### src/rtl/instruction_fetch_unit_if.sv
// Fetch-unit bus bundle: decode-side controls, instruction-memory read port, decode handshake.
// Pure wiring, no storage, so it adds no latency.
// Backpressure travels on instr_ready. The memory port has no ready signal and is paced by the fetch unit's credit check.
interface instruction_fetch_unit_if #(
    parameter int ADDR_W = 9,
    parameter int DATA_W = 32
);
    logic              fetch_en;
    logic              redirect_valid;
    logic [ADDR_W-1:0] redirect_pc;
    logic              mem_rd_en;
    logic [ADDR_W-1:0] mem_rd_addr;
    logic [DATA_W-1:0] mem_data;
    logic              mem_valid;
    logic              instr_valid;
    logic [DATA_W-1:0] instr;
    logic [ADDR_W-1:0] instr_pc;
    logic              instr_ready;

    // Fetch unit side: drives the memory request and the decode stream
    modport master (
        input  fetch_en, redirect_valid, redirect_pc, mem_data, mem_valid, instr_ready,
        output mem_rd_en, mem_rd_addr, instr_valid, instr, instr_pc
    );

    // Environment side: memory responder plus decode stage
    modport slave (
        output fetch_en, redirect_valid, redirect_pc, mem_data, mem_valid, instr_ready,
        input  mem_rd_en, mem_rd_addr, instr_valid, instr, instr_pc
    );
endinterface

### src/rtl/instruction_fetch_unit.sv
// Owns the PC and issues word reads. Responses are buffered as {pc, instr} and handed to decode on valid/ready.
// Latency: a read issued in cycle N returns in N+1, and the instruction is visible to decode from N+2.
// Backpressure: a read issues only when the buffer has a free slot for its response, so no response is ever dropped.
module instruction_fetch_unit #(
    parameter int                ADDR_W     = 9,
    parameter int                DATA_W     = 32,
    parameter int                FIFO_DEPTH = 2,
    parameter logic [ADDR_W-1:0] RESET_PC   = '0
) (
    input  logic                     clk,
    input  logic                     rst,
    instruction_fetch_unit_if.master bus
);
    localparam int PTR_W = (FIFO_DEPTH > 1) ? $clog2(FIFO_DEPTH) : 1;
    localparam int CNT_W = PTR_W + 1;

    logic [ADDR_W-1:0] r_pc;
    logic              r_in_flight;
    logic [ADDR_W-1:0] r_in_flight_pc;
    logic [ADDR_W-1:0] r_fifo_pc  [FIFO_DEPTH];
    logic [DATA_W-1:0] r_fifo_dat [FIFO_DEPTH];
    logic [PTR_W-1:0]  r_wr_ptr;
    logic [PTR_W-1:0]  r_rd_ptr;
    logic [CNT_W-1:0]  r_count;

    logic              w_pop;
    logic              w_push;
    logic              w_issue;
    logic [CNT_W:0]    w_committed;
    logic [ADDR_W-1:0] w_redirect_pc;

    // Buffer slots already claimed: entries held plus the read in flight, minus the entry leaving this cycle
    assign w_pop         = (r_count != '0) & bus.instr_ready;
    assign w_push        = bus.mem_valid & r_in_flight;
    assign w_committed   = {1'b0, r_count} + {{CNT_W{1'b0}}, r_in_flight} - {{CNT_W{1'b0}}, w_pop};
    assign w_issue       = bus.fetch_en & ~rst & ~bus.redirect_valid
                         & (w_committed < (CNT_W+1)'(FIFO_DEPTH));
    assign w_redirect_pc = bus.redirect_pc & ~ADDR_W'(3);

    assign bus.mem_rd_en   = w_issue;
    assign bus.mem_rd_addr = r_pc;
    assign bus.instr_valid = (r_count != '0);
    assign bus.instr       = r_fifo_dat[r_rd_ptr];
    assign bus.instr_pc    = r_fifo_pc[r_rd_ptr];

    // PC, in-flight tracking and buffer update. Reset beats redirect, and redirect beats issue, push and pop.
    always_ff @(posedge clk) begin
        if (rst) begin
            r_pc           <= RESET_PC;
            r_in_flight    <= 1'b0;
            r_in_flight_pc <= '0;
            r_wr_ptr       <= '0;
            r_rd_ptr       <= '0;
            r_count        <= '0;
            for (int i = 0; i < FIFO_DEPTH; i++) begin
                r_fifo_pc[i]  <= '0;
                r_fifo_dat[i] <= '0;
            end
        end else if (bus.redirect_valid) begin
            // Dropping in_flight makes the next response land as a stray and be discarded
            r_pc        <= w_redirect_pc;
            r_in_flight <= 1'b0;
            r_wr_ptr    <= '0;
            r_rd_ptr    <= '0;
            r_count     <= '0;
        end else begin
            if (w_issue) begin
                r_in_flight    <= 1'b1;
                r_in_flight_pc <= r_pc;
                r_pc           <= r_pc + ADDR_W'(4);
            end else begin
                r_in_flight    <= 1'b0;
            end
            if (w_push) begin
                r_fifo_pc[r_wr_ptr]  <= r_in_flight_pc;
                r_fifo_dat[r_wr_ptr] <= bus.mem_data;
                r_wr_ptr             <= r_wr_ptr + PTR_W'(1);
            end
            if (w_pop) begin
                r_rd_ptr <= r_rd_ptr + PTR_W'(1);
            end
            r_count <= r_count + CNT_W'(w_push) - CNT_W'(w_pop);
        end
    end
endmodule
### src/flat_wrapper.sv
// flat-port wrapper written by rule: the top's interface ports become plain ports
module instruction_fetch_unit_flat 
#(
    parameter int                ADDR_W     = 9,
    parameter int                DATA_W     = 32,
    parameter int                FIFO_DEPTH = 2,
    parameter logic [ADDR_W-1:0] RESET_PC   = '0
)
  (clk, rst, bus_fetch_en, bus_redirect_valid, bus_redirect_pc, bus_mem_data, bus_mem_valid, bus_instr_ready, bus_mem_rd_en, bus_mem_rd_addr, bus_instr_valid, bus_instr, bus_instr_pc);
  instruction_fetch_unit_if #(.ADDR_W(ADDR_W), .DATA_W(DATA_W)) bus_i ();
  input  logic clk;
  input  logic rst;
  input wire logic [$bits(bus_i.fetch_en)-1:0] bus_fetch_en;
  input wire logic [$bits(bus_i.redirect_valid)-1:0] bus_redirect_valid;
  input wire logic [$bits(bus_i.redirect_pc)-1:0] bus_redirect_pc;
  input wire logic [$bits(bus_i.mem_data)-1:0] bus_mem_data;
  input wire logic [$bits(bus_i.mem_valid)-1:0] bus_mem_valid;
  input wire logic [$bits(bus_i.instr_ready)-1:0] bus_instr_ready;
  output wire logic [$bits(bus_i.mem_rd_en)-1:0] bus_mem_rd_en;
  output wire logic [$bits(bus_i.mem_rd_addr)-1:0] bus_mem_rd_addr;
  output wire logic [$bits(bus_i.instr_valid)-1:0] bus_instr_valid;
  output wire logic [$bits(bus_i.instr)-1:0] bus_instr;
  output wire logic [$bits(bus_i.instr_pc)-1:0] bus_instr_pc;
  assign bus_i.fetch_en = bus_fetch_en;
  assign bus_i.redirect_valid = bus_redirect_valid;
  assign bus_i.redirect_pc = bus_redirect_pc;
  assign bus_i.mem_data = bus_mem_data;
  assign bus_i.mem_valid = bus_mem_valid;
  assign bus_i.instr_ready = bus_instr_ready;
  assign bus_mem_rd_en = bus_i.mem_rd_en;
  assign bus_mem_rd_addr = bus_i.mem_rd_addr;
  assign bus_instr_valid = bus_i.instr_valid;
  assign bus_instr = bus_i.instr;
  assign bus_instr_pc = bus_i.instr_pc;
  instruction_fetch_unit #(.ADDR_W(ADDR_W), .DATA_W(DATA_W), .FIFO_DEPTH(FIFO_DEPTH), .RESET_PC(RESET_PC)) u_core (.clk(clk), .rst(rst), .bus(bus_i));
endmodule
### config.mk
export PLATFORM = sky130hd
export DESIGN_NAME = instruction_fetch_unit_flat
export DESIGN_NICKNAME = d
export VERILOG_FILES = /design/src/rtl/instruction_fetch_unit_if.sv /design/src/rtl/instruction_fetch_unit.sv /design/src/flat_wrapper.sv
export SDC_FILE = /design/constraint.sdc
export NUM_CORES = 1
export LEC_CHECK = 0
export ABC_AREA = 1
export BUFFER_PORTS_ARGS = -buffer_cell sky130_fd_sc_hd__buf_4
export CAP_MARGIN = 20
export CORE_UTILIZATION = 40
export CTS_CLUSTER_DIAMETER = 150
export DETAILED_ROUTE_END_ITERATION = 8
export PLACE_DENSITY_LB_ADDON = 0.3
export SLEW_MARGIN = 20
export SYNTH_ARGS = -nofsm -noshare
export SYNTH_HDL_FRONTEND = slang
export SYNTH_SLANG_ARGS = --single-unit
### constraint.sdc
create_clock -name clk -period 2.8 [get_ports clk]
set_input_delay 0.42 -clock clk [delete_from_list [all_inputs] [get_ports clk]]
set_output_delay 0.42 -clock clk [all_outputs]
set_load 0.005 [all_outputs]
==> run summary <==
Status: finished clean
Worst hold path class: primary input to register
Post-route cell area: 5370 µm²
Number of placement rows: 37
Tot Pwr: 2.78 mW
Iter 0 DRT Violations: 88
Fmax: 383 MHz
Core area: 10400 µm²
DR WL/cell: 13.2 µm
P&R area growth vs syn: 23.6%
Clk_lat worst skew: 0.36 ns
Max Used Layer: met4
Chip Height: 106 µm
Slew HR: 63.0%
Largest cells by area after synthesis: edfxtp_1 54%, mux2_2 10%, dfxtp_1 9.2%, nor2_1 7.8%, inv_1 4.8%
Clock Power Share: 32.6%
First drt pass iteration count: 4
Biggest area consumer among synthesized cells: edfxtp_1
Req. time, crit path: 2.38 ns
Power Density: 517 nW/µm²
CP arrival: 2.19 ns
Clk pin slew, worst setup/hold paths: 0.09 ns
Layout cells sized above 1: 33.6%
Syn Inst Count: 393
Crit path capture type: output port
Distinct cells, synth: 28
Post-Place Worst Slack: 0.332 ns
Final Hold Fails: 0
Top cell type's share of synthesized area: 53.9%
CTS sink cnt: 98
Final WL: 8270 µm
Met3 wire len: 467 µm
Global-route wire length before repair: 13200 µm
Vias per cell: 4.69
Critical Path Source Type: register
Avg Cell Area, Syn: 11.1 µm²
Final Skew: 0.00742 ns
Sequential group share of total power: 59.1%
TritonCTS Buffers: 9
Sw Pwr: 619 µW
Fill count: 956
Largest net degree at the start of global routing: 41
Ys Warns: 0
CTS tree: built
Placed Cells incl. Taps: 610
ANT nets after route: 0
Max clock buf depth: 2
Leakage power: 2.36 nW
Worst-margin pin slew: 0.556 ns
Met2 wire length: 3930 µm
Post-synthesis sequential area ratio: 63.1%
Layout Cells excl Fill: 627
Vias: 2939
GP Congestion: 0.741
Total track usage: 15.3%
CTS hold repair buffers: 0
Fraction of power spent switching nets: 22.3%
Tmin final: 2.61 ns
Post-synthesis async set-or-reset flop share: 0%
Final WS setup: 0.189 ns
Pins Over Slew Limit: 0
Placed Area: 5160 µm²
M1 wire length: 3770 µm
Clock H-tree levels: 3
Ys flop type: edfxtp_1
Initial Utilization: 41.7%
Utilization after layout: 51.6%
EDFF count, synth: 78
Ports: 99
Top cells by count, synth: 90 x nor2_1, 78 x edfxtp_1, 56 x inv_1
Clk root buf: clkbuf_8
ANT cells: 0
Top-count cell post-synth: nor2_1
Final setup viols: 0
Max cap viols: 0
Number of I/O port buffers: 92
Hold WS: 0.285 ns
Comb power frac: 8.4%
P_int: 2.16 mW
Remaining global-route overflow: 0
Die width: 106 µm
Largest fanout on the critical path: 5
DP Wirelength: 5220 µm
Initial antenna violation count: 0
Nets: 536
Synth Cell Area: 4340 µm²
Worst IR Drop VDD: 243 µV
CP Class: register to output port
Final worst-path cycle share: 93.3%
DRC Markers: 0
Vias in the first global route: 2827
Setup tns final: 0 ns
Post-synthesis register bit count: 98
Total Die Area: 11300 µm²
cell usage in the layout, fill, tap and decap left out, types with 2 or more instances in the layout:
cell type    n
clkinvlp_4   2
mux2_2      39
nor2_1      89
ha_1         2
nand3_1      8
dfxtp_2      2
conb_1       4
o21ai_1      5
buf_4       98
a21boi_0     4
dfxtp_1     18
inv_1       55
clkbuf_8     9
clkbuf_1     2
o21ai_0      8
edfxtp_1    78
nand2_1     31
a21oi_1     16
nand2_2      4
routing by layer:
| layer | GRT usage, % | vias up |
|---|---|---|
| met5 | 0 | - |
| li1 | - | 1459 |
| met1 | 18.5 | 1392 |
| met4 | 6.25 | 0 |
| met3 | 3.37 | 9 |
| met2 | 26.3 | 79 |
power groups by stage:
stage / sequential, mW / combinational, mW / clock [mW]
after floorplan: 1.67 / 0.114 / 0
after global placement: 1.67 / 0.231 / 0
after detailed placement: 1.67 / 0.234 / 0
after CTS: 1.64 / 0.236 / 0.932
after global routing: 1.65 / 0.259 / 0.987
final: 1.64 / 0.232 / 0.905
worst max-delay path, cell delays in order (launching register included):
cell and delay (ns):
dfxtp_2 0.36, inv_1 0.09, nand2_1 0.10, nand2_2 0.09, inv_1 0.08, nor2_1 0.11
o21ai_1 0.08, fa_1 0.48, nand2_1 0.08, inv_2 0.07, nand2_4 0.06, nor2_8 0.13
buf_4 0.12
layout make-up:
cell class	instances	area (µm²)	area share (%)
Clock buffer	11	131	2.45
Clock inverter	5	62.6	1.16
Inverter	56	210	3.91
Multi-Input combinational cell	222	1290	24.1
Sequential cell	98	2750	51.1
Tap cell	136	170	3.17
Timing Repair Buffer	99	756	14.1
repair_timing:
| item | 4_1_cts | 5_1_grt |
|---|---|---|
| gates resized for setup | 0 | 5 |
| setup buffers | 1 | 0 |
| endpoints found under the setup margin | 1 | 4 |
| pin swaps | 1 | 1 |
| hold endpoints to repair | 0 | 0 |
state kept, by name, indices dropped and copies added, names as in the netlist, named ones only:
register / cells
u_core.r_count: 2
u_core.r_fifo_pc: 14
u_core.r_rd_ptr: 1
u_core.r_in_flight: 1
u_core.r_wr_ptr: 1
u_core.r_in_flight_pc: 7
u_core.r_fifo_dat: 64
u_core.bus.mem_rd_addr: 7
cells by family (layout without fill, tap and decap cells):
family	count (synthesis)	in the layout	share of synthesized area, %
AOI/OAI and AO/OA	34	34	4.21
xor gates and xnor gates	2	2	0.403
adders and majority gates	3	3	1.04
buffers and inverters	76	171	7.66
DFF	98	98	63.1
muxes	39	39	10.1
other	1	4	0.0863
and+or+nand+nor	140	140	13.4
path summary, 6_finish.rpt:
check	startpoint	end	depth (start not counted)	slack [ns]
setup / recovery	u_core.r_count[1]	bus_mem_rd_en	12	0.19
hold / removal	rst	u_core.bus.mem_rd_addr[5]	2	0.29
setup reg to reg	u_core.r_count[1]	u_core.bus.mem_rd_addr[4]	15	0.42
hold reg to reg	u_core.r_rd_ptr	register	1	0.45
No activity file was read; power rests on OpenSTA's default activity.
